==> src/rtl/mul_seq_ctrl_pkg.sv <==
// Shared definitions for the MULTU/MULT shift-add sequencer: ALU op codes,
// controller state encoding and default operand width.
package mul_seq_ctrl_pkg;

   localparam int DATA_WIDTH_DEF = 32;

   localparam logic [2:0] ALU_AND = 3'b000;
   localparam logic [2:0] ALU_OR  = 3'b001;
   localparam logic [2:0] ALU_ADD = 3'b010;
   localparam logic [2:0] ALU_SUB = 3'b110;

   typedef enum logic [2:0] {
      ST_IDLE   = 3'd0,
      ST_RUN    = 3'd1,
      ST_CORR_A = 3'd2,
      ST_CORR_B = 3'd3,
      ST_DONE   = 3'd4
   } state_t;

   // Counter wide enough to hold 0..w inclusive.
   function automatic int cnt_bits(input int w);
      return $clog2(w) + 1;
   endfunction

endpackage

==> src/rtl/mul_seq_ctrl_alu.sv <==
// Team ALU slice: AND/OR/ADD/SUB on W-bit operands with carry out
// (carry on SUB means no borrow).
module mul_seq_ctrl_alu
   import mul_seq_ctrl_pkg::*;
#(
   parameter int W = DATA_WIDTH_DEF
) (
   input  logic [2:0]   alu_op,
   input  logic [W-1:0] a,
   input  logic [W-1:0] b,
   output logic [W-1:0] result,
   output logic         carry_out
);

   logic [W:0] sum;
   logic [W:0] dif;

   always_comb begin
      sum       = {1'b0, a} + {1'b0, b};
      dif       = {1'b0, a} - {1'b0, b};
      result    = '0;
      carry_out = 1'b0;
      case (alu_op)
         ALU_AND: result = a & b;
         ALU_OR:  result = a | b;
         ALU_ADD: {carry_out, result} = sum;
         ALU_SUB: begin
            result    = dif[W-1:0];
            carry_out = ~dif[W];
         end
         default: result = '0;
      endcase
   end

endmodule

==> src/rtl/mul_seq_ctrl.sv <==
// Shift-add multiplier sequencer sharing one ALU. Define MUL_SIGNED_EN to add
// the req_signed port and the two HI correction states for MULT.
module mul_seq_ctrl
   import mul_seq_ctrl_pkg::*;
#(
   parameter int DATA_WIDTH = DATA_WIDTH_DEF
) (
   input  logic                  clk,
   input  logic                  rst_n,
   input  logic                  req_valid,
   output logic                  req_ready,
   input  logic [DATA_WIDTH-1:0] req_a,
   input  logic [DATA_WIDTH-1:0] req_b,
`ifdef MUL_SIGNED_EN
   input  logic                  req_signed,
`endif
   output logic                  resp_valid,
   input  logic                  resp_ready,
   output logic [DATA_WIDTH-1:0] resp_hi,
   output logic [DATA_WIDTH-1:0] resp_lo
);

   localparam int CW = cnt_bits(DATA_WIDTH);
   localparam logic [CW-1:0] CNT_LAST = CW'(DATA_WIDTH - 1);

   state_t                state, state_nxt;
   logic [CW-1:0]         cnt;
   logic [DATA_WIDTH-1:0] mcand, acc, mplr;
   logic                  resp_valid_q;

`ifdef MUL_SIGNED_EN
   logic [DATA_WIDTH-1:0] bop;
   logic                  neg_a, neg_b, sgn_q;
`endif

   logic [2:0]            alu_op;
   logic [DATA_WIDTH-1:0] alu_b, alu_res;
   logic                  alu_co;
   logic                  step_c;
   logic [DATA_WIDTH-1:0] step_s;

   mul_seq_ctrl_alu #(.W(DATA_WIDTH)) u_alu (
      .alu_op    (alu_op),
      .a         (acc),
      .b         (alu_b),
      .result    (alu_res),
      .carry_out (alu_co)
   );

   always_comb begin
      state_nxt = state;
      alu_op    = ALU_ADD;
      alu_b     = mcand;
      case (state)
         ST_IDLE: if (req_valid) state_nxt = ST_RUN;
         ST_RUN: begin
            if (cnt == CNT_LAST) begin
`ifdef MUL_SIGNED_EN
               state_nxt = sgn_q ? ST_CORR_A : ST_DONE;
`else
               state_nxt = ST_DONE;
`endif
            end
         end
`ifdef MUL_SIGNED_EN
         // Two's-complement fixup on HI: subtract b if a<0, then a if b<0.
         ST_CORR_A: begin
            alu_op    = ALU_SUB;
            alu_b     = bop;
            state_nxt = ST_CORR_B;
         end
         ST_CORR_B: begin
            alu_op    = ALU_SUB;
            state_nxt = ST_DONE;
         end
`endif
         ST_DONE: if (resp_ready) state_nxt = ST_IDLE;
         default: state_nxt = ST_IDLE;
      endcase
   end

   // Add step result; skipped adds keep acc and force carry to 0.
   always_comb begin
      if (mplr[0]) {step_c, step_s} = {alu_co, alu_res};
      else         {step_c, step_s} = {1'b0, acc};
   end

   always_ff @(posedge clk) begin
      if (!rst_n) begin
         state        <= ST_IDLE;
         cnt          <= '0;
         mcand        <= '0;
         acc          <= '0;
         mplr         <= '0;
         resp_valid_q <= 1'b0;
`ifdef MUL_SIGNED_EN
         bop          <= '0;
         neg_a        <= 1'b0;
         neg_b        <= 1'b0;
         sgn_q        <= 1'b0;
`endif
      end else begin
         state        <= state_nxt;
         resp_valid_q <= (state_nxt == ST_DONE);
         case (state)
            ST_IDLE: begin
               if (req_valid) begin
                  mcand <= req_a;
                  mplr  <= req_b;
                  acc   <= '0;
                  cnt   <= '0;
`ifdef MUL_SIGNED_EN
                  bop   <= req_b;
                  sgn_q <= req_signed;
                  neg_a <= req_signed & req_a[DATA_WIDTH-1];
                  neg_b <= req_signed & req_b[DATA_WIDTH-1];
`endif
               end
            end
            ST_RUN: begin
               acc  <= {step_c, step_s[DATA_WIDTH-1:1]};
               mplr <= {step_s[0], mplr[DATA_WIDTH-1:1]};
               cnt  <= cnt + CW'(1);
            end
`ifdef MUL_SIGNED_EN
            ST_CORR_A: if (neg_a) acc <= alu_res;
            ST_CORR_B: if (neg_b) acc <= alu_res;
`endif
            default: ;
         endcase
      end
   end

   assign req_ready  = (state == ST_IDLE);
   assign resp_valid = resp_valid_q;
   assign resp_hi    = acc;
   assign resp_lo    = mplr;

endmodule

==> config.mk <==
export PLATFORM = sky130hd
export DESIGN_NAME = mul_seq_ctrl
export DESIGN_NICKNAME = d
export VERILOG_FILES = /design/src/rtl/mul_seq_ctrl_pkg.sv /design/src/rtl/mul_seq_ctrl_alu.sv /design/src/rtl/mul_seq_ctrl.sv
export SDC_FILE = /design/constraint.sdc
export NUM_CORES = 1
export LEC_CHECK = 0
export CAP_MARGIN = 20
export CORE_ASPECT_RATIO = 1.25
export CORE_UTILIZATION = 56
export CTS_BUF_LIST = sky130_fd_sc_hd__clkbuf_16
export CTS_CLUSTER_DIAMETER = 120
export DETAILED_ROUTE_END_ITERATION = 10
export PLACE_DENSITY = 0.82
export SETUP_SLACK_MARGIN = 0.5
export SLEW_MARGIN = 0
export SYNTH_ARGS = -nofsm -noshare
export SYNTH_HDL_FRONTEND = slang
export SYNTH_HIERARCHICAL = 1
export SYNTH_SLANG_ARGS = --single-unit
==> constraint.sdc <==
create_clock -name clk -period 3.7 [get_ports clk]
set_clock_uncertainty 0.2 [all_clocks]
set_input_delay 0.74 -clock clk [delete_from_list [all_inputs] [get_ports clk]]
set_output_delay 0.74 -clock clk [all_outputs]
set_load 0.05 [all_outputs]
==> results.txt <==
- The run finished with clean final reports.
- After Yosys synthesis, XOR and XNOR cells account for 2.264% of the synthesized area.
* Main area contributors after synthesis: sky130_fd_sc_hd__dfxtp_1 23%, sky130_fd_sc_hd__ha_1 14%, sky130_fd_sc_hd__a21oi_1 7.2%
* Average wire per standard cell: 17.09 um
- Net switching power: 1306 uW
- TritonCTS built the clock tree.
- Ordered list of cells on the worst path: inv_1 > ha_1 > a21oi_2 > o21ai_0 > a31oi_1 > o22ai_1 > o311ai_2 > a211oi_2 > o31a_1 > o32ai_2 > mux2i_1 > a211oi_1
- Site Rows: 52
* Logic pwr share: 35.4%
- In this design, the largest share of critical-path delay is due to compound AO/OA/AOI/OAI gates.
- RD Place Congestion: 0.9351
* Largest net degree at the start of global routing: 65
- Global-route wire length before repair: 43190 um
* Timing startpoint of the critical path: alu_b[13]$_SDFFE_PN0P_
- Number of sinks on the clock net: 106
- Counting every instance in the synthesized netlist gives 1265.
- STA classifies the critical path startpoint as a flip-flop.
- Number of DRC violations after detailed routing: 0
- Distinct cells, synth: 76
* Clk network pwr share: 28.4%
- Worst slew margin: 47.06%
- The via count of the first global-routing pass came to 9077.
- Layout overhead on the synthesized area: 23.23%
- After global routing the overflow that remains totals 0.
- Initial core utilization: 57.32%
- In this design, the stage delay of the slowest critical-path cell is 0.38 ns.
* Net count reported at finish: 1523
- Layout cell share with drive strength beyond 1: 11.37%
* Worst setup slack after layout: 0.4251 ns
- Final HPWL DP: 17960 um
- Vertical die dimension: 146.0 um
- The count of nets left with antenna violations once routing finished came out at 0.
- Maximum number of buffers from clock root to sink: 2
* Worst EP arrival: 3.37 ns
* Fraction of power spent switching nets: 37.47%
* Static leakage: 0.004361 uW
* Minimum setup slack after placement: 0.2309 ns
- Pin placement for this block handled 134 I/O pins.
- Area of the mapped netlist: 0.009286 mm2
- Reg power frac: 36.2%
- Summed over its instances, the top area cell type makes up 22.85% of the synthesized netlist area.
- Counting I/O delays and the setup requirement, the final critical path takes 3.275 ns.
- Number of vias after detailed routing: 9695
- H-Tree Level Count: 3
* Total negative slack: 0 ns
- CTS Hold Bufs: 0
- After synthesis, the mean cell area works out to 7.341 um2.
- Clock-pin slew was measured on the worst setup and hold paths at 0.09 ns.
* Transition at the pin with the smallest max-transition slack: 0.7839 ns
* Detailed Routing Iterations Pass 1: 6
* Number of CTS-inserted buffers: 9
- Core outline area: 0.01620 mm2
- Port buffering added 133 buffers.
* Post-synthesis share of cell area spent on full adders, half adders and majority gates: 14.31%
- Yosys printed 6 warnings.
- Kind of end point of the critical path: flip-flop
- In the synthesized netlist, mux cells make up 4.985% of the area.
- Timing would allow up to 305.3 MHz.
* Sequential-to-total area share from yosys stat: 22.85%
- Sum of buffers and inverters on the critical path: 1
- Number of antenna diodes: 0
- DRT iter0 DRCs: 742
- The die covers 0.01711 mm2.
- Counting flops and latches in the post-synthesis netlist gives 106.
- Post-synth EDFFs: 0
* Main combinational cell family by area after synthesis: compound AO/OA/AOI/OAI gates
- In this run the power density over the cells is 304.6 mW/mm2.
- Setup violations remaining at the end of the flow were counted as 0.
* GRT Total Usage: 31.23%
- Max cap viols: 0
- In the synthesized netlist the async set-or-reset flop fraction comes to 0%.
* Max Slew Vio Count: 0
- Commonest register cell after synthesis: sky130_fd_sc_hd__dfxtp_1
* Compound-gate portion of the synthesized area: 27.27%
- Buffer cell driving the clock tree root: sky130_fd_sc_hd__clkbuf_16
- The final critical path takes up 88.51% of the cycle.
- Int Power: 2180 uW
- VDD IR-drop max: 0.0002361 V
* Critical setup path kind: flip-flop to flip-flop
- Setup repair after global routing could not meet its margin everywhere.
- After detailed routing, the number of vias per cell comes to 6.171.
- Critical register-to-register path startpoint: alu_b[13]$_SDFFE_PN0P_
* Number of antenna violations at the first check in global routing: 0
- The number of hold-slack violations in the final timing report was 0.
- Kind of path behind the tightest hold check: flip-flop to flip-flop
* Clock insertion delay at the later pin of the skew report: 0.37 ns
- Routed WL: 26850 um
- Die Wd: 117.2 um
* Number of fillers in the final layout: 1310
- Slowest stage cell, crit path: sky130_fd_sc_hd__dfxtp_1
* Largest area contributor in the synthesized netlist: sky130_fd_sc_hd__dfxtp_1
* Data required time of the critical path: 3.79 ns
* Min-delay src: alu_b[2]$_SDFFE_PN0P_
- Summing the areas of all and, or, nand and nor instances in the mapped netlist gives 19.16% of the synthesized area.
* Crit-path max FO: 7
==> sequential cells by signal (all words and copies together) (netlist names) <==
register,count
state,3
resp_valid,1
cnt,6
resp_hi,32
resp_lo,32
alu_b,32
==> path summary, 6_finish.rpt <==
kind,endpoint,slack [ns],depth (start not counted)
worst min-delay path,alu_b[2]$_SDFFE_PN0P_,0.28,2
worst min register to register,alu_b[2]$_SDFFE_PN0P_,0.28,2
worst max register to register,resp_hi[29]$_SDFFE_PN0P_,0.43,12
worst max-delay path,resp_hi[29]$_SDFFE_PN0P_,0.43,12
==> through the flow <==
| stage | utilization [%] | std cells | hold slack (ns) | area, um2 | total power (uW) |
|---|---|---|---|---|---|
| floorplan | - | 1269 | 0.2530 | 9361 | 2121 |
| finish | 70.64 | 1571 | 0.2797 | 11440 | 3486 |
| detailed placement | 66.05 | 1537 | 0.2703 | 10700 | 2427 |
| global route | 70.64 | 1571 | 0.2995 | 11440 | 3658 |
| global placement | 66.05 | 1537 | 0.2626 | 10700 | 2408 |
| CTS | 68.96 | 1559 | 0.2723 | 11170 | 3427 |
==> area by class of cell <==
class                   count  area [um2]  area share, %
inverters                 110       414.1          3.619
flip-flops and latches    106        2187          19.11
well taps                 216       270.3          2.362
clock buffers               9       225.2          1.968
repair buffers            166        1617          14.13
clock inverters             7       70.07         0.6123
multi-input cells         957        6660          58.20
==> cell usage in the layout, fill, tap and decap left out, drive strengths merged, types with 54 or more instances in the layout <==
cell type	instances
o21ai	59
a21oi	133
o22ai	54
nand2	128
dfxtp	106
clkdlybuf4s50	133
inv	113
nor3	82
ha	103
nor2	68
==> Yosys cell counts, types with 25 or more instances <==
| library cell | number |
|---|---|
| sky130_fd_sc_hd__a21oi_1 | 133 |
| sky130_fd_sc_hd__nor2_1 | 68 |
| sky130_fd_sc_hd__a211oi_1 | 43 |
| sky130_fd_sc_hd__nand3_1 | 25 |
| sky130_fd_sc_hd__clkbuf_1 | 53 |
| sky130_fd_sc_hd__dfxtp_1 | 106 |
| sky130_fd_sc_hd__o21ai_0 | 58 |
| sky130_fd_sc_hd__nand2_1 | 128 |
| sky130_fd_sc_hd__nor3_1 | 81 |
| sky130_fd_sc_hd__inv_1 | 109 |
| sky130_fd_sc_hd__ha_1 | 103 |
| sky130_fd_sc_hd__mux2i_1 | 44 |
| sky130_fd_sc_hd__o22ai_1 | 54 |
==> worst reg2reg max path: stages, from the launching register on <==
cell and delay (ns):
sky130_fd_sc_hd__dfxtp_1 0.38, sky130_fd_sc_hd__inv_1 0.08, sky130_fd_sc_hd__ha_1 0.38, sky130_fd_sc_hd__a21oi_2 0.20, sky130_fd_sc_hd__o21ai_0 0.15, sky130_fd_sc_hd__a31oi_1 0.27, sky130_fd_sc_hd__o22ai_1 0.22, sky130_fd_sc_hd__o311ai_2 0.37
sky130_fd_sc_hd__a211oi_2 0.14, sky130_fd_sc_hd__o31a_1 0.27, sky130_fd_sc_hd__o32ai_2 0.25, sky130_fd_sc_hd__mux2i_1 0.10, sky130_fd_sc_hd__a211oi_1 0.20
==> logic make-up after synthesis <==
| group | after synthesis |
|---|---|
| adder cells (fa/ha/maj) | 105 |
| multiplexers | 46 |
| buffers and inverters | 206 |
| other | 2 |
| AO/OA/AOI/OAI | 400 |
| XOR/XNOR | 24 |
| AND/OR/NAND/NOR | 376 |
| flip-flops | 106 |
==> power groups by stage <==
| stage | registers (uW) | clock network, uW | logic [uW] |
|---|---|---|---|
| after global placement | 1290 | 0 | 1120 |
| final | 1260 | 990 | 1240 |
| after detailed placement | 1290 | 0 | 1140 |
| after global routing | 1270 | 1060 | 1330 |
| after floorplan | 1420 | 0 | 698 |
| after CTS | 1260 | 1010 | 1160 |
==> repair_timing <==
action	CTS	global route
setup buffers	6	12
pin swaps	13	30
setup endpoints to repair	13	17
resized for setup	29	59
gates cloned	0	0
==> per-layer routing <==
metal	vias up	part of all wire, %	wire (um)	global-route usage, %
li1	4657	-	-	-
met1	4547	42	11320	38.80
met2	418	48	13020	52.15
met3	73	6.7	1797	6.247
met4	0	2.6	707	12.22
met5	-	0	0	0
Note: power is estimated with default switching activity, not from simulation.
